`src/rtl/prng_stream.sv`:
```
// prng_stream: seeded burst generator of NUM_OUT pseudo-random words per seed.
// The generator is picked per burst (xorshift or right-shift Galois LFSR).
// Output words are handed to the consumer under ready/valid backpressure.
module prng_stream #(
   parameter int                WIDTH        = 32,
   parameter int                NUM_OUT      = 16,
   parameter logic [WIDTH-1:0]  TAPS         = (WIDTH == 64) ? WIDTH'(64'hD800_0000_0000_0000)
                                                             : WIDTH'(64'h0000_0000_8020_0003),
   parameter logic [WIDTH-1:0]  DEFAULT_SEED = WIDTH'(1)
) (
   input  logic             clk1,
   input  logic             rst,
   input  logic             in_valid,
   input  logic [WIDTH-1:0] seed,
   input  logic             mode,
   input  logic             out_ready,
   output logic             out_valid,
   output logic [WIDTH-1:0] rand_num,
   output logic             last,
   output logic             busy
);

   typedef enum logic {
      IDLE = 1'b0,
      RUN  = 1'b1
   } fsm_t;

   localparam int               CW       = 16;
   localparam logic [CW-1:0]    LAST_CNT = CW'(NUM_OUT - 1);

   fsm_t             fsm_q, fsm_d;
   logic [WIDTH-1:0] state_q, state_d;
   logic [CW-1:0]    count_q, count_d;
   logic             mode_q, mode_d;
   logic             at_last;

   // One generator step; m=0 selects xorshift, m=1 the Galois LFSR.
   function automatic logic [WIDTH-1:0] step(input logic [WIDTH-1:0] x, input logic m);
      logic [WIDTH-1:0] y;
      y = x;
      if (m) begin
         y = (x >> 1) ^ (x[0] ? TAPS : '0);
      end else if (WIDTH == 64) begin
         y = y ^ (y << 13);
         y = y ^ (y >> 7);
         y = y ^ (y << 17);
      end else begin
         y = y ^ (y << 13);
         y = y ^ (y >> 17);
         y = y ^ (y << 5);
      end
      return y;
   endfunction

   assign at_last = (count_q == LAST_CNT);

   // Next-state logic: seed acceptance in IDLE, stepping on each handshake in RUN.
   always_comb begin
      // NOTE: every signal gets its hold value first so no path leaves it unassigned (no latch).
      fsm_d   = fsm_q;
      state_d = state_q;
      count_d = count_q;
      mode_d  = mode_q;
      case (fsm_q)
         IDLE: begin
            if (in_valid) begin
               mode_d  = mode;
               state_d = step((seed == '0) ? DEFAULT_SEED : seed, mode);
               count_d = '0;
               fsm_d   = RUN;
            end
         end
         RUN: begin
            if (out_ready) begin
               state_d = step(state_q, mode_q);
               count_d = count_q + 1'b1;
               if (at_last) fsm_d = IDLE;
            end
         end
         default: fsm_d = IDLE;
      endcase
   end

   // State register with synchronous reset; rst overrides any seed strobe.
   always_ff @(posedge clk1) begin
      // NOTE: sequential state uses non-blocking assignments so all flops update together.
      if (rst) begin
         fsm_q   <= IDLE;
         state_q <= '0;
         count_q <= '0;
         mode_q  <= 1'b0;
      end else begin
         fsm_q   <= fsm_d;
         state_q <= state_d;
         count_q <= count_d;
         mode_q  <= mode_d;
      end
   end

   // Outputs decode flops only, so no input reaches an output combinationally.
   assign out_valid = (fsm_q == RUN);
   assign busy      = (fsm_q == RUN);
   assign last      = (fsm_q == RUN) && at_last;
   assign rand_num  = state_q;

endmodule

```
`config.mk`:
```
export PLATFORM = sky130hd
export DESIGN_NAME = prng_stream
export DESIGN_NICKNAME = d
export VERILOG_FILES = /design/src/rtl/prng_stream.sv
export SDC_FILE = /design/constraint.sdc
export NUM_CORES = 1
export LEC_CHECK = 0
export ABC_CLOCK_PERIOD_IN_PS = 1600
export BUFFER_PORTS_ARGS = -buffer_cell sky130_fd_sc_hd__buf_2
export CAP_MARGIN = 0
export CORE_MARGIN = 2
export CORE_UTILIZATION = 52
export CTS_CLUSTER_DIAMETER = 30
export DETAILED_ROUTE_END_ITERATION = 10
export GPL_TIMING_DRIVEN = 0
export PLACE_DENSITY = 0.85
export SYNTH_ARGS = -nofsm -noshare
export SYNTH_HDL_FRONTEND = slang
export SYNTH_SLANG_ARGS = --single-unit
```
`constraint.sdc`:
```
create_clock -name clk1 -period 1.6 [get_ports clk1]
set_input_delay 0.24 -clock clk1 [delete_from_list [all_inputs] [get_ports clk1]]
set_output_delay 0.24 -clock clk1 [all_outputs]
set_load 0.02 [all_outputs]
```
==> impl_metrics.tcl <==
set metrics [dict create \
    ios 72 \
    drt_pass1_iterations 5 \
    yosys_warnings 0 \
    critical_path_class "register to output pin" \
    crit_path_top_delay_cell "dfxtp_2" \
    grt_pass1_wl_um 23200 \
    endpoint "last" \
    cts_num_sinks 50 \
    worstSetupStartpoint "count_q[12]" \
    fp.dieW_um 94.0 \
    power_uw 5580 \
    pwr-share-seq_pct 29.6 \
    fillers 565 \
    avgSynthCellArea_um2 7.73 \
    slew_headroom_pct 47.6 \
    vias 4907 \
    h-tree-depth 2 \
    synthDistinctLibCells 57 \
    track_usage_pct 34.5 \
    numPortBuffers 67 \
    dp.cells 714 \
    dp_hpwl_um 11100 \
    critical_path_required_ps 1360 \
    pwr-share-clk_pct 16.6 \
    intPower_uw 3230 \
    cts_tree "yes" \
    path_max_fanout 4 \
    wl_per_cell_um 22.4 \
    clk_pin_slew_worst_paths_ps 100 \
    yosysSeqAreaShare_pct 23.7 \
    stdcell_count 749 \
    row_count 32 \
    drc 0 \
    reg2reg_depth 6 \
    synthArstFlopShare_pct 0 \
    timing.rr.end "rand_num[18]" \
    ir_drop_v 0.000447 \
    grt_setup_unrepaired "yes" \
    syn_area_um2 4220 \
    worstPathCellList "nor4_4 -> nand4_1 -> nor2_1 -> buf_4" \
    setup_viol 7 \
    swShare_pct 42.1 \
    max_freq_ghz 0.578 \
    arrival_ps 1490 \
    leakage_uw 0.00219 \
    syn_inst 545 \
    design_area_um2 5760 \
    initial_core_util_pct 54.0 \
    final_common_cell "nand2_1" \
    switchingPower_uw 2350 \
    power_density_nw_per_um2 969 \
    ctsLongestPathBuffers 2 \
    fin_crit_sh_pct 108 \
    dieArea_um2 8840 \
    detailedPlace.worstSlack_ps -579 \
    drt-initial-drc-count 674 \
    routed_wl_um 16700 \
    finalClockSkew_ps 14.7 \
    holdCritPathClass "primary input to register" \
    status "finished with violations" \
    ant_nets 0 \
    gp_congestion 1.02 \
    die_h_um 94.0 \
    synth_ff_type "dfxtp_1" \
    r2r_start "rand_num[30]" \
    grt_max_degree 16 \
    synth.ff_latch_count 50 \
    grt_overflow_total 0 \
    cts_buffers 5 \
    violations "negative setup slack" \
    slowest_delay_ps 370 \
    r2r_slack_ps -80 \
    vias_per_cell 6.55 \
    cts-root-buf "clkbuf_8" \
    clkLatencyLatePin_ps 320 \
    synth_edf_count 0 \
    syn-num-nets 583 \
    finalNetCount 684 \
    antennaDiodeCount 0 \
    place_area_um2 4700 \
    period_needed_ps 1730 \
    core_region_area_um2 7810 \
    start_kind "register" \
    drv_slew 0 \
    hold-worst-slack_ps 208 \
    hold_viol_final 0 \
    setup_slack_ps -131 \
    area_delta_synth_final_pct 36.5 \
    maxCapViolations 0 \
    comb_power_share_pct 53.8 \
    worst_slew_pin_slew_ps 787 \
    cp-end-kind "output pin" \
    antenna_found_initial 0 \
    grt_pass1_vias 4297 \
    cts_hold_buf 0 \
    drive_gt1_share_pct 37.4 \
    final_cell_mix "nand2_1, buf_2, xnor2_1, nor2_1" \
]
## worst min path at each step
stage,start,endpoint,depth (start not counted)
4_1_cts,in_valid,busy,3
3_5_place_dp,rand_num[11],rand_num[11],2
2_1_floorplan,in_valid,busy,2
6_report,in_valid,busy,3
3_3_place_gp,count_q[14],count_q[14],2
5_1_grt,in_valid,busy,3
## layout make-up
type	instances	area (um2)	area share [%]
clock inverters	2	37.5	0.652
multi-input cells	450	3570	62.0
clock buffers	6	72.6	1.26
plain buffers	38	264	4.59
repair buffers	96	556	9.65
well taps	102	128	2.22
inverters	5	23.8	0.413
flip-flops and latches	50	1100	19.2
## state kept, by name (all words and copies together) (netlist names)
signal and cells:
busy 1, count_q 16, mode_q 1, rand_num 32
## power groups by stage
stage	Sequential [uW]	Combinational, uW	Clock (uW)
2_1_floorplan	1640	1580	0
3_3_place_gp	1570	2240	0
3_5_place_dp	1570	2280	0
4_1_cts	1600	2460	913
5_1_grt	1660	3120	964
6_report	1650	3000	924
## cells by family (layout without fill, tap and decap cells)
group,count (synthesis),count (layout),synth area share [%]
DFF,50,50,23.7
AOI/OAI and AO/OA,124,124,19.0
xor gates and xnor gates,131,131,28.3
muxes,15,15,3.74
buffers and inverters,45,147,4.81
and+or+nand+nor,179,179,20.2
adders and majority gates,1,1,0.297
## stage by stage
stage / util (%) / TNS [ps]
finish: 73.7 / -295
global route: 73.7 / -1020
CTS: 66.7 / -96.8
detailed placement: 60.2 / -16500
global placement: 60.2 / -14850
floorplan: - / -124
## worst max-delay path, delay by kind of cell, from the launching register on
kind,cells,cell delay (ps)
flops,1,370
simple gates,3,650
buf+inv,1,160
## what timing repair did
action / in CTS / in global routing
resized for setup: 91 / 90
buffers inserted: 6 / 23
pin swaps: 15 / 34
endpoints found under the setup margin: 49 / 41
## cell usage after synthesis (all sizes together), types with 11 or more instances
master | n | area share, %
xor2 | 48 | 10
buf | 13 | 2.0
a21oi | 32 | 3.9
o21ai | 32 | 4.1
nor2 | 37 | 3.3
nand2 | 77 | 6.9
xnor2 | 81 | 17
nand2b | 11 | 1.6
nand3 | 13 | 1.5
dfxtp | 50 | 24
o211ai | 24 | 4.3
nor4 | 12 | 2.4
clkbuf | 27 | 2.4
## metal layers
layer  wire [um]  share of wire (%)  track usage [%]
met1        6300                 38             46.0
met2        7590                 45             57.8
met3        1930                 12             4.33
met4         921                5.5             11.5
met5           0                  0                0
No activity file was read; power rests on OpenSTA's default activity.
